`src/rtl/digit_serial_add_sub_if.sv`:
```
// Handshake and operand/result bundle for the digit-serial adder/subtractor.
// The master drives start/operands; the slave returns busy/done/result/flags.
interface digit_serial_add_sub_if #(
   parameter int WIDTH = 8
);
   logic             start;
   logic [WIDTH-1:0] a;
   logic [WIDTH-1:0] b;
   logic             ctrl;
   logic             busy;
   logic             done;
   logic [WIDTH-1:0] s;
   logic             cout;
   logic             ovf;
   logic             zero;

   modport master (
      output start, a, b, ctrl,
      input  busy, done, s, cout, ovf, zero
   );

   modport slave (
      input  start, a, b, ctrl,
      output busy, done, s, cout, ovf, zero
   );
endinterface

```
`src/rtl/digit_serial_add_sub.sv`:
```
// WIDTH-bit add/subtract processed DIGIT bits per clock, LSB first, with a
// registered inter-digit carry, start/busy/done handshake and carry/ovf/zero flags.
//
// state | meaning
// IDLE  | waiting for start; result outputs hold their last value
// RUN   | one digit per clock for NDIG clocks; the last one completes
module digit_serial_add_sub #(
   parameter int WIDTH = 8,
   parameter int DIGIT = 2
) (
   input logic                    clk,
   input logic                    rst_n,
   digit_serial_add_sub_if.slave  bus
);
   localparam int NDIG = WIDTH / DIGIT;
   localparam int CW   = (NDIG > 1) ? $clog2(NDIG) : 1;

   if (WIDTH < 1 || DIGIT < 1 || DIGIT > WIDTH || (WIDTH % DIGIT) != 0) begin : g_param_check
      $fatal(1, "digit_serial_add_sub: illegal WIDTH/DIGIT combination");
   end

   typedef enum logic {
      IDLE = 1'b0,
      RUN  = 1'b1
   } state_t;

   state_t           r_state;
   state_t           w_state_nxt;
   logic             w_load;
   logic             w_step;
   logic             w_last;

   logic [WIDTH-1:0] r_opa;
   logic [WIDTH-1:0] r_opb;
   logic [WIDTH-1:0] r_acc;
   logic [WIDTH-1:0] r_s;
   logic [CW-1:0]    r_cnt;
   logic             r_carry;
   logic             r_cout;
   logic             r_ovf;
   logic             r_zero;
   logic             r_done;

   logic [DIGIT:0]   w_sum;
   logic [WIDTH-1:0] w_acc_nxt;
   logic             w_cin_msb;

   always_ff @(posedge clk or negedge rst_n) begin
      if (!rst_n) r_state <= IDLE;
      else        r_state <= w_state_nxt;
   end

   always_comb begin
      w_state_nxt = r_state;
      w_load      = 1'b0;
      w_step      = 1'b0;
      w_last      = 1'b0;
      case (r_state)
         IDLE: begin
            if (bus.start) begin
               w_load      = 1'b1;
               w_state_nxt = RUN;
            end
         end
         RUN: begin
            w_step = 1'b1;
            if (r_cnt == CW'(NDIG - 1)) begin
               w_last      = 1'b1;
               w_state_nxt = IDLE;
            end
         end
         default: w_state_nxt = IDLE;
      endcase
   end

   // Operands shift right each digit, so the current digit is always the low slice.
   assign w_sum     = {1'b0, r_opa[DIGIT-1:0]} + {1'b0, r_opb[DIGIT-1:0]}
                    + {{DIGIT{1'b0}}, r_carry};
   assign w_acc_nxt = (r_acc >> DIGIT) | (WIDTH'(w_sum[DIGIT-1:0]) << (WIDTH - DIGIT));
   // On the last digit the top slice bits are the operand MSBs: cin = a ^ b ^ sum.
   assign w_cin_msb = r_opa[DIGIT-1] ^ r_opb[DIGIT-1] ^ w_sum[DIGIT-1];

   always_ff @(posedge clk or negedge rst_n) begin
      if (!rst_n) begin
         r_opa   <= '0;
         r_opb   <= '0;
         r_acc   <= '0;
         r_s     <= '0;
         r_cnt   <= '0;
         r_carry <= 1'b0;
         r_cout  <= 1'b0;
         r_ovf   <= 1'b0;
         r_zero  <= 1'b0;
         r_done  <= 1'b0;
      end else begin
         r_done <= 1'b0;
         if (w_load) begin
            r_opa   <= bus.a;
            r_opb   <= bus.ctrl ? ~bus.b : bus.b;
            r_carry <= bus.ctrl;
            r_cnt   <= '0;
            r_acc   <= '0;
         end else if (w_step) begin
            r_opa   <= r_opa >> DIGIT;
            r_opb   <= r_opb >> DIGIT;
            r_carry <= w_sum[DIGIT];
            r_cnt   <= r_cnt + 1'b1;
            r_acc   <= w_acc_nxt;
            if (w_last) begin
               r_s    <= w_acc_nxt;
               r_cout <= w_sum[DIGIT];
               r_ovf  <= w_cin_msb ^ w_sum[DIGIT];
               r_zero <= (w_acc_nxt == '0);
               r_done <= 1'b1;
            end
         end
      end
   end

   assign bus.busy = (r_state == RUN);
   assign bus.done = r_done;
   assign bus.s    = r_s;
   assign bus.cout = r_cout;
   assign bus.ovf  = r_ovf;
   assign bus.zero = r_zero;
endmodule

```
`src/flat_wrapper.sv`:
```
// flat-port wrapper written by rule: the top's interface ports become plain ports
module digit_serial_add_sub_flat 
#(
   parameter int WIDTH = 8,
   parameter int DIGIT = 2
)
  (clk, rst_n, bus_start, bus_a, bus_b, bus_ctrl, bus_busy, bus_done, bus_s, bus_cout, bus_ovf, bus_zero);
  digit_serial_add_sub_if #(.WIDTH(WIDTH)) bus_i ();
  input logic clk;
  input logic rst_n;
  input wire logic [$bits(bus_i.start)-1:0] bus_start;
  input wire logic [$bits(bus_i.a)-1:0] bus_a;
  input wire logic [$bits(bus_i.b)-1:0] bus_b;
  input wire logic [$bits(bus_i.ctrl)-1:0] bus_ctrl;
  output wire logic [$bits(bus_i.busy)-1:0] bus_busy;
  output wire logic [$bits(bus_i.done)-1:0] bus_done;
  output wire logic [$bits(bus_i.s)-1:0] bus_s;
  output wire logic [$bits(bus_i.cout)-1:0] bus_cout;
  output wire logic [$bits(bus_i.ovf)-1:0] bus_ovf;
  output wire logic [$bits(bus_i.zero)-1:0] bus_zero;
  assign bus_i.start = bus_start;
  assign bus_i.a = bus_a;
  assign bus_i.b = bus_b;
  assign bus_i.ctrl = bus_ctrl;
  assign bus_busy = bus_i.busy;
  assign bus_done = bus_i.done;
  assign bus_s = bus_i.s;
  assign bus_cout = bus_i.cout;
  assign bus_ovf = bus_i.ovf;
  assign bus_zero = bus_i.zero;
  digit_serial_add_sub #(.WIDTH(WIDTH), .DIGIT(DIGIT)) u_core (.clk(clk), .rst_n(rst_n), .bus(bus_i));
endmodule
```
`config.mk`:
```
export PLATFORM = sky130hd
export DESIGN_NAME = digit_serial_add_sub_flat
export DESIGN_NICKNAME = d
export VERILOG_FILES = /design/src/rtl/digit_serial_add_sub_if.sv /design/src/rtl/digit_serial_add_sub.sv /design/src/flat_wrapper.sv
export SDC_FILE = /design/constraint.sdc
export NUM_CORES = 1
export LEC_CHECK = 0
export ABC_AREA = 1
export BUFFER_PORTS_ARGS = -buffer_cell sky130_fd_sc_hd__buf_4
export CAP_MARGIN = 10
export CORE_ASPECT_RATIO = 0.8
export CORE_MARGIN = 4
export CORE_UTILIZATION = 55
export CTS_CLUSTER_DIAMETER = 60
export DETAILED_ROUTE_END_ITERATION = 12
export PLACE_DENSITY = 0.8
export SLEW_MARGIN = 10
export SYNTH_ARGS = -nofsm -noshare
export SYNTH_HDL_FRONTEND = slang
export SYNTH_SLANG_ARGS = --single-unit
```
`constraint.sdc`:
```
create_clock -name clk -period 3.7 [get_ports clk]
set_clock_uncertainty 0.05 [all_clocks]
set_input_delay 0.74 -clock clk [delete_from_list [all_inputs] [get_ports clk]]
set_output_delay 0.74 -clock clk [all_outputs]
set_load 0.05 [all_outputs]
```
==> summary.md <==
| Metric | Value |
|---|---|
| Initial core utilization | 0.5970 |
| Clock sink count | 38 |
| Largest net degree at the start of global routing | 39 |
| Syn_area_per_cell | about 10 um2 |
| Worst skew pair latency | approximately 0.3 ns |
| Hold-fix buffers, CTS | 0 |
| Post-Syn Instances | ~170 |
| Initial drt markers | roughly 120 |
| Top-count cell post-synth | nand2_1 |
| WP data arrival | ~1.5 ns |
| Clock tree buffer depth | 2 |
| P_int | about 1000 uW |
| Post-synth EDFFs | 0 |
| Worst-path clk slew | 0.08 ns |
| Crit path cell chain | buf_4 |
| Synth Warn # | 0 |
| Post-synthesis sequential area ratio | 0.5588 |
| Antenna Violating Nets Remaining | 0 |
| Router iterations before antenna repair | 4 |
| Layout cells sized above 1 | 0.2341 |
| CP Launch Type | flop |
| Critical-path top delay cell | dfrtp_1 |
| Via count | 1284 |
| Worst Tran Pin Value | approximately 0.84 ns |
| Synth unique cells | 23 |
| # rows | 17 |
| Cell family with most CP delay | flip-flops |
| Dpl hpwl | between 2000 and 2500 um |
| Dpl cells | around 240 |
| Crit-path max cell delay | between 0.8 and 0.9 ns |
| Die area | a little over 0.004 mm2 |
| Net switching power | 808.4 uW |
| PostCTS Resize Cnt | 0 |
| CP endpoint kind | primary output |
| Post-Syn Nets | slightly below 200 |
| Crit Path Class | reg -> out |
| # setup viols final | 0 |
| ANT cells | 0 |
| GRT Resource Usage Total | 0.1850 |
| Reg power frac | 0.381 |
| Final min period | roughly 2.3 ns |
| Switching share of power | 0.4444 |
| Fmax | roughly 0.43 GHz |
| Ys flop type | dfrtp_1 |
| Htree depth | 2 |
| Hold/Removal Path Class | in -> async |
| Max VDD drop | 0.5872 mV |
| Clock power share | 0.164 |
| Comb pwr share | 0.455 |
| Tcrit/Tclk final | 0.6236 |
| Top-area cell type share of the netlist area | 0.5588 |
| CP Data Required Time | between 2 and 3 ns |
| RSZ-0062 raised after global routing | false |
| Ys async rst share | 1.000 |
| Vias/cell | approximately 5.3 |
| Area Overhead vs Synth | 19.49% |
| CTS tree | done |
| # IOs | 33 |
| WL/cell | around 14 um |
| Synth top cells by count | 46 x nand2_1, 38 x dfrtp_1, 16 x inv_1 |
| Slew headroom | 0.4371 |
| # fillers | between 200 and 250 |
| Fin Setup TNS | 0 ns |
| Global-route wire length before repair | 5789 um |
| Max Cap Violations | 0 |
| CTS Root Cell | clkbuf_8 |
| Gpl congestion | roughly 0.75 |
| CORE AREA | 0.002850 mm2 |
| Vias in the first global route | 1258 |
| Layout Nets | 228 |
| Drt total wl | ~3300 um |
| Sum of buffers and inverters on the critical path | 1 |
| DRC viols | 0 |
| Top cells by area, synth | dfrtp_1 56%, nand2_1 10%, o21ai_0 4.4% |
| Die boundary height | around 58 um |
| Outcome | finished, final reports clean |
| Port bufs | 32 |
| Slew Viols, Final | 0 |
| Final Hold Vio Count | 0 |
| Synth area leader | dfrtp_1 |
| Synth Cell Area | about 0.0017 mm2 |
| Leakage power | about 0.0011 uW |
| Cts bufs inserted | 5 |
| Pwr dens | between 800 and 900 mW/mm2 |
| CP Max Fanout | 18 |
| Die Wd | about 70 um |
| Finished Layout Cells | 243 |
| Synth Register Bits | 38 |
| Antenna violations before repair | 0 |
| Post-CTS setup buffer count | 0 |
| Tot Pwr | between 1500 and 2000 uW |
| Remaining Overflow, GRT | 0 |
==> state kept, by name (all words and copies together), names as in the netlist <==
signal,count
u_core.bus.s,8
u_core.r_opa,8
u_core.r_opb,8
u_core.r_acc,6
u_core.r_cnt,2
u_core.bus.busy,1
u_core.bus.cout,1
u_core.bus.done,1
u_core.bus.ovf,1
u_core.bus.zero,1
u_core.r_carry,1
==> final timing paths <==
| check | start | end | slack [ns] | cells past startpoint |
|---|---|---|---|---|
| max | u_core.bus.busy$_DFF_PN0_ | bus_busy | 1.39 | 1 |
| min | rst_n | u_core.r_acc[3]$_DFFE_PN0P_ | 0.35 | 1 |
| max reg2reg | u_core.r_carry$_DFFE_PN0P_ | u_core.bus.ovf$_DFFE_PN0P_ | 1.73 | 8 |
| min reg2reg | u_core.bus.s[2]$_DFFE_PN0P_ | u_core.bus.s[2]$_DFFE_PN0P_ | 0.44 | 2 |
| max in group asynchronous | rst_n | u_core.r_opb[4]$_DFFE_PN0P_ | 2.92 | 1 |
| min in group clk | u_core.bus.s[2]$_DFFE_PN0P_ | u_core.bus.s[2]$_DFFE_PN0P_ | 0.44 | 2 |
==> per-layer routing <==
layer,part of all wire,track usage,vias up
met5,0,0,-
met4,0.022,0.09016,0
met3,0.056,0.04506,7
met2,0.50,0.2974,31
met1,0.43,0.2379,625
li1,-,-,621
==> stage by stage <==
| stage | area (um2) | setup slack (ns) | util | hold WS (ns) |
|---|---|---|---|---|
| floorplan | 1702 | 1.889 | - | 0.3929 |
| global placement | 1938 | 1.738 | 0.6800 | 0.4097 |
| detailed placement | 1938 | 1.722 | 0.6800 | 0.4210 |
| CTS | 2033 | 1.389 | 0.7133 | 0.3555 |
| global route | 2033 | 1.327 | 0.7133 | 0.3788 |
| finish | 2033 | 1.393 | 0.7133 | 0.3477 |
==> cells in the final DEF, fill, tap and decap left out <==
master and instances:
a22oi_1 6, ha_1 2, nand2_1 46, inv_4 1, buf_4 32, o21ai_1 2
clkinvlp_4 1, clkinv_2 1, nand2_2 2, inv_1 16, xnor2_1 7, nand3_1 7
nor2_1 5, inv_2 2, o22ai_1 6, o21ai_0 15, a22o_1 2, o211ai_1 3
clkbuf_8 6, nor2_8 1, nand2_4 1, a22oi_4 1, fa_1 2, dfrtp_1 38
==> power groups by stage <==
stage / clock network [uW] / registers, uW / logic [uW]
3_5_place_dp: 0 / 698 / 833
5_1_grt: 321 / 712 / 920
4_1_cts: 301 / 692 / 839
6_report: 298 / 693 / 828
2_1_floorplan: 0 / 862 / 451
3_3_place_gp: 0 / 690 / 797
==> final cells by class <==
class / count / area [um2] / area share
multi-input cells: 108 / 625.6 / 0.3077
clock inverters: 2 / 12.51 / 0.006154
well taps: 38 / 47.55 / 0.02338
repair buffers: 32 / 240.2 / 0.1182
inverters: 19 / 73.82 / 0.03631
flip-flops and latches: 38 / 950.9 / 0.4677
clock buffers: 6 / 82.58 / 0.04062
==> kinds of logic after synthesis <==
logic type | Yosys count | share of synthesized area
simple gates | 62 | 0.1588
flops | 38 | 0.5588
compound gates | 35 | 0.1346
buf+inv | 25 | 0.07354
xor+xnor | 7 | 0.03603
fa+ha+maj | 4 | 0.03823
Note: power is estimated with default switching activity, not from simulation.
